**src/rtl/ps2_pkg.sv**
```systemverilog
// Shared constants and FSM state type for the PS/2 scancode consumer.
package ps2_pkg;

    localparam logic [7:0] PS2_BREAK  = 8'hF0;
    localparam logic [7:0] PS2_EXT    = 8'hE0;
    localparam logic [7:0] PS2_LSHIFT = 8'h12;
    localparam logic [7:0] PS2_RSHIFT = 8'h59;

    typedef enum logic [1:0] {
        S_IDLE,
        S_POP,
        S_WAIT
    } state_t;

endpackage

```
**src/rtl/ps2_scan2ascii.sv**
```systemverilog
// Combinational set-2 scancode to ASCII lookup for letters, digits and space.
// Unmapped codes return 8'h00; 'upper' selects capital letters.
module ps2_scan2ascii (
    input  logic [7:0] scancode,
    input  logic       upper,
    output logic [7:0] ascii
);

    logic [7:0] base;
    logic       letter;

    always_comb begin
        base = 8'h00;
        case (scancode)
            8'h1C: base = 8'h61; // a
            8'h32: base = 8'h62;
            8'h21: base = 8'h63;
            8'h23: base = 8'h64;
            8'h24: base = 8'h65;
            8'h2B: base = 8'h66;
            8'h34: base = 8'h67;
            8'h33: base = 8'h68;
            8'h43: base = 8'h69;
            8'h3B: base = 8'h6A;
            8'h42: base = 8'h6B;
            8'h4B: base = 8'h6C;
            8'h3A: base = 8'h6D;
            8'h31: base = 8'h6E;
            8'h44: base = 8'h6F;
            8'h4D: base = 8'h70;
            8'h15: base = 8'h71;
            8'h2D: base = 8'h72;
            8'h1B: base = 8'h73;
            8'h2C: base = 8'h74;
            8'h3C: base = 8'h75;
            8'h2A: base = 8'h76;
            8'h1D: base = 8'h77;
            8'h22: base = 8'h78;
            8'h35: base = 8'h79;
            8'h1A: base = 8'h7A; // z
            8'h45: base = 8'h30; // 0
            8'h16: base = 8'h31;
            8'h1E: base = 8'h32;
            8'h26: base = 8'h33;
            8'h25: base = 8'h34;
            8'h2E: base = 8'h35;
            8'h36: base = 8'h36;
            8'h3D: base = 8'h37;
            8'h3E: base = 8'h38;
            8'h46: base = 8'h39; // 9
            8'h29: base = 8'h20; // space
            default: base = 8'h00;
        endcase
        letter = (base >= 8'h61) && (base <= 8'h7A);
        ascii  = (upper && letter) ? (base - 8'h20) : base;
    end

endmodule

```
**src/rtl/ps2_key_tracker.sv**
```systemverilog
// Pops scancodes from the ps2_keyboard FIFO, tracks the single held key and counts presses.
// Optional SHIFT_CASE_EN: shift keys only set a case flag and letters map to upper case.
module ps2_key_tracker
    import ps2_pkg::*;
#(
    parameter int CNT_W = 8
) (
    input  logic             clk,
    input  logic             rst,
    input  logic [7:0]       kb_data,
    input  logic             kb_ready,
    input  logic             kb_overflow,
    output logic             nextdata_n,
    output logic             key_valid,
    output logic [7:0]       scancode,
    output logic             key_ext,
    output logic [7:0]       ascii,
    output logic [CNT_W-1:0] press_cnt,
    output logic             ovf_seen
);

    localparam logic [CNT_W-1:0] CNT_ONE = {{(CNT_W-1){1'b0}}, 1'b1};

    state_t      state, state_next;
    logic [7:0]  byte_r;
    logic        brk, ext;
    logic        vld_p1;
    logic [7:0]  code_p1;
    logic        ext_p1, brk_p1;
    logic        same_key, shift_key, key_act;
    logic        upper;
    logic [7:0]  rom_ascii;

    always_comb begin
        state_next = state;
        case (state)
            S_IDLE:  if (kb_ready) state_next = S_POP;
            S_POP:   state_next = S_WAIT;
            S_WAIT:  state_next = S_IDLE;
            default: state_next = S_IDLE;
        endcase
    end

    // Pop strobe is registered: low exactly for the S_POP cycle.
    always_ff @(posedge clk or posedge rst) begin
        if (rst) begin
            state      <= S_IDLE;
            nextdata_n <= 1'b1;
            byte_r     <= 8'h00;
        end else begin
            state      <= state_next;
            nextdata_n <= (state_next != S_POP);
            if (state == S_IDLE && kb_ready)
                byte_r <= kb_data;
        end
    end

    // Stage p1: prefix parsing of the popped byte; a complete code is handed on.
    always_ff @(posedge clk or posedge rst) begin
        if (rst) begin
            brk     <= 1'b0;
            ext     <= 1'b0;
            vld_p1  <= 1'b0;
            code_p1 <= 8'h00;
            ext_p1  <= 1'b0;
            brk_p1  <= 1'b0;
        end else begin
            vld_p1 <= 1'b0;
            if (state == S_POP) begin
                if (byte_r == PS2_BREAK) begin
                    brk <= 1'b1;
                end else if (byte_r == PS2_EXT) begin
                    ext <= 1'b1;
                end else begin
                    vld_p1  <= 1'b1;
                    code_p1 <= byte_r;
                    ext_p1  <= ext;
                    brk_p1  <= brk;
                    brk     <= 1'b0;
                    ext     <= 1'b0;
                end
            end
        end
    end

    assign same_key = key_valid && (scancode == code_p1) && (key_ext == ext_p1);

`ifdef SHIFT_CASE_EN
    logic shift_held;

    assign shift_key = !ext_p1 && ((code_p1 == PS2_LSHIFT) || (code_p1 == PS2_RSHIFT));
    assign upper     = shift_held;

    always_ff @(posedge clk or posedge rst) begin
        if (rst)
            shift_held <= 1'b0;
        else if (vld_p1 && shift_key)
            shift_held <= !brk_p1;
    end
`else
    assign shift_key = 1'b0;
    assign upper     = 1'b0;
`endif

    assign key_act = vld_p1 && !shift_key;

    // Stage p2: commit make/release against the held key.
    always_ff @(posedge clk or posedge rst) begin
        if (rst) begin
            key_valid <= 1'b0;
            scancode  <= 8'h00;
            key_ext   <= 1'b0;
            press_cnt <= '0;
            ovf_seen  <= 1'b0;
        end else begin
            if (kb_overflow)
                ovf_seen <= 1'b1;
            if (key_act) begin
                if (brk_p1) begin
                    if (same_key)
                        key_valid <= 1'b0;
                end else if (!same_key) begin
                    scancode  <= code_p1;
                    key_ext   <= ext_p1;
                    key_valid <= 1'b1;
                    press_cnt <= press_cnt + CNT_ONE;
                end
            end
        end
    end

    ps2_scan2ascii u_rom (
        .scancode (scancode),
        .upper    (upper),
        .ascii    (rom_ascii)
    );

    assign ascii = (key_valid && !key_ext) ? rom_ascii : 8'h00;

endmodule

```
**config.mk**
```make
export PLATFORM = sky130hd
export DESIGN_NAME = ps2_key_tracker
export DESIGN_NICKNAME = d
export VERILOG_FILES = /design/src/rtl/ps2_pkg.sv /design/src/rtl/ps2_scan2ascii.sv /design/src/rtl/ps2_key_tracker.sv
export SDC_FILE = /design/constraint.sdc
export NUM_CORES = 1
export LEC_CHECK = 0
export CAP_MARGIN = 10
export CORE_ASPECT_RATIO = 0.75
export CORE_UTILIZATION = 58
export DETAILED_ROUTE_END_ITERATION = 6
export PLACE_DENSITY = 0.85
export SYNTH_ARGS = -nofsm -noshare
export SYNTH_HDL_FRONTEND = slang
export SYNTH_SLANG_ARGS = --single-unit
```
**constraint.sdc**
```tcl
create_clock -name clk -period 4.3 [get_ports clk]
set_clock_uncertainty 0.1 [all_clocks]
set_input_delay 0.86 -clock clk [delete_from_list [all_inputs] [get_ports clk]]
set_output_delay 0.86 -clock clk [all_outputs]
set_load 0.1 [all_outputs]
```
==> results_dict.tcl <==
set metrics [dict create \
    drtIter0Drc 440 \
    drtPass1Iterations 6 \
    via_count 2281 \
    ys_top_cells_by_area "dfrtp_1 40%, mux2_2 9.8%, ha_1 4.3%" \
    ys_ff_latch 43 \
    route.met2.wl_um 2810 \
    clk_pin_slew_ns 0.08 \
    track_usage 0.293 \
    pin_count 40 \
    max_freq_ghz 0.269 \
    dieArea_um2 4820 \
    clockBufferDepth 2 \
    drive_gt1_frac 0.171 \
    postRouteAntennaNets 0 \
    start_util 0.626 \
    synthArstFlopShare 1.00 \
    synth.net_count 301 \
    ctsHtreeMaxLevel 2 \
    endpoint_kind "primary output" \
    fin_nets 330 \
    antenna_cells 0 \
    pre_cts_ws_ns 0.952 \
    post-cts-setup-buffers 0 \
    clkSinkCount 43 \
    slew_headroom 0.328 \
    grt_pass1_wl_um 10400 \
    ys_seq_area_frac 0.409 \
    crit_fanout 18 \
    wl_met3_um 662 \
    cts_repair_resize_count 0 \
    fin_ws_ns 0.577 \
    finalHoldViolations 0 \
    grt_overflow 0 \
    holdBufCountCts 0 \
    cts-root-buf "clkbuf_8" \
    critPathLaunchType "flop" \
    critPathArrivalTime_ns 2.76 \
    finalSetupViolations 0 \
    synthCells 280 \
    outcome "completed" \
    insertion_delay_ns 0.29 \
    yosys_warnings 0 \
    slew_viol_final 0 \
    grt_pass1_vias 1999 \
    yosys.area.top_type "dfrtp_1" \
    synth.most_common_cell "dfrtp_1" \
    fin_crit_ns 3.72 \
    tightest_slew_ns 1.00 \
    drcViolationCount 0 \
    synth-edff-count 0 \
    critPathRequiredTime_ns 3.34 \
    hold_class "reg2reg" \
    rsz0062_at_grt "false" \
    portBuffers 38 \
    synth_cell_types 52 \
    period_share 0.866 \
    cts_tree "done" \
    cts_made_buffers 5 \
    gp_congestion 0.977 \
    synthTopCellsByCount "42 x dfrtp_1, 27 x nor2_1, 25 x nand2_1" \
    grt_max_degree 44 \
    areaGrowthSynthToFinish_pct 16.3 \
    die_x_um 79.8 \
    crit_type "reg2out" \
    ys.flop_type "dfrtp_1" \
    die_h_um 60.4 \
    drt-total-wl_um 6350 \
    core_area_um2 4200 \
    routedWlPerCell_um 17.4 \
    via_per_inst 6.25 \
    avgSynthCellArea_um2 9.41 \
    synth_top_area_share 0.399 \
    syn_area_um2 2630 \
    highest_layer "met4" \
    core.rowCount 20 \
    antenna_found_initial 0 \
    drv_cap 0 \
    wl_met1_um 2820 \
    dp_hpwl_um 4500 \
]
[cells by family (layout without fill, tap and decap cells)]
logic type	Yosys count	after routing	synth area share
flops	43	43	0.409
compound gates	68	68	0.165
fa+ha+maj	9	9	0.0428
buf+inv	30	60	0.0651
xor+xnor	16	16	0.0532
simple gates	88	88	0.158
mux	25	25	0.106
other cells	1	1	0.00142
[cell usage in the layout (no fill, tap or decap), types with 2 or more instances in the layout]
| cell | synthesis | final |
|---|---|---|
| dfrtp_1 | 42 | 42 |
| clkdlybuf4s50_1 | 0 | 29 |
| nor2_1 | 27 | 27 |
| nand2_1 | 25 | 25 |
| mux2_2 | 23 | 23 |
| o21ai_0 | 22 | 21 |
| a21oi_1 | 16 | 15 |
| buf_4 | 4 | 14 |
| xor2_1 | 11 | 11 |
| nand2b_1 | 10 | 10 |
| ha_1 | 9 | 9 |
| inv_1 | 8 | 8 |
| nand3_1 | 7 | 7 |
| xnor2_1 | 5 | 5 |
| clkbuf_8 | 0 | 5 |
| and3_1 | 4 | 4 |
| nand4_1 | 3 | 3 |
| a31oi_1 | 4 | 3 |
| and2_1 | 2 | 2 |
| a31oi_2 | 1 | 2 |
| nor4_1 | 2 | 2 |
| a21oi_2 | 1 | 2 |
| mux2i_1 | 2 | 2 |
| o41ai_1 | 2 | 2 |
| o311a_1 | 2 | 2 |
| nor3_1 | 2 | 2 |
| a21o_1 | 2 | 2 |
| o21ai_1 | 1 | 2 |
| a21boi_0 | 2 | 2 |
| o211ai_1 | 2 | 2 |
| a32oi_1 | 2 | 2 |
| a221oi_2 | 0 | 2 |
| clkbuf_1 | 1 | 2 |
[worst paths after layout]
path / from / to / slack, ns / cells after the start
worst max-delay path: scancode[1] / ascii[6] / 0.58 / 8
worst min-delay path: ovf_seen / ovf_seen / 0.39 / 1
worst max register to register: scancode[5] / key_ext / 1.72 / 7
worst min register to register: ovf_seen / ovf_seen / 0.39 / 1
max in group asynchronous: rst / nextdata_n / 2.84 / 3
min in group asynchronous: rst / byte_r[7] / 0.89 / 3
[area by class of cell]
class,count,area (µm²)
multi-input combinational,207,1410
fill,319,1140
sequential,43,1080
timing repair buffer,43,395
clock buffer,7,76.3
tap,55,68.8
inverter,9,33.8
clock inverter,1,5.00
[layer usage]
layer | vias up | track usage
li1 | 1040 | -
met1 | 1094 | 0.439
met2 | 133 | 0.433
met3 | 14 | 0.0902
met4 | 0 | 0.0383
met5 | - | 0
[flip-flops by register name (all words and copies together) (netlist names)]
signal,cells
brk,1
brk_p1,1
byte_r,8
code_p1,8
ext,1
ext_p1,1
key_act,1
key_ext,1
key_valid,1
nextdata_n,1
ovf_seen,1
press_cnt,8
scancode,8
state,2
[worst max-delay path, stage by stage (launching register included)]
cell and delay (ns):
dfrtp_1 0.72, inv_1 0.26, ha_1 0.29, nor2_1 0.16, a21oi_1 0.06, o21ai_0 0.18, o211ai_1 0.15, a221oi_2 0.32
buf_4 0.33
[metrics by stage]
step	instance area, µm²	hold slack (ns)	TNS (ns)	std cells	utilization
4_1_cts	3060	0.393	0	365	0.729
6_report	3060	0.394	0	365	0.729
3_5_place_dp	2980	0.360	0	357	0.710
3_3_place_gp	2980	0.355	0	357	0.710
2_1_floorplan	2660	0.335	-0.108	280	-
5_1_grt	3060	0.414	0	365	0.729
Power is not shown: default switching activity piles up to over one toggle a cycle in this logic, so the estimate is an artifact.
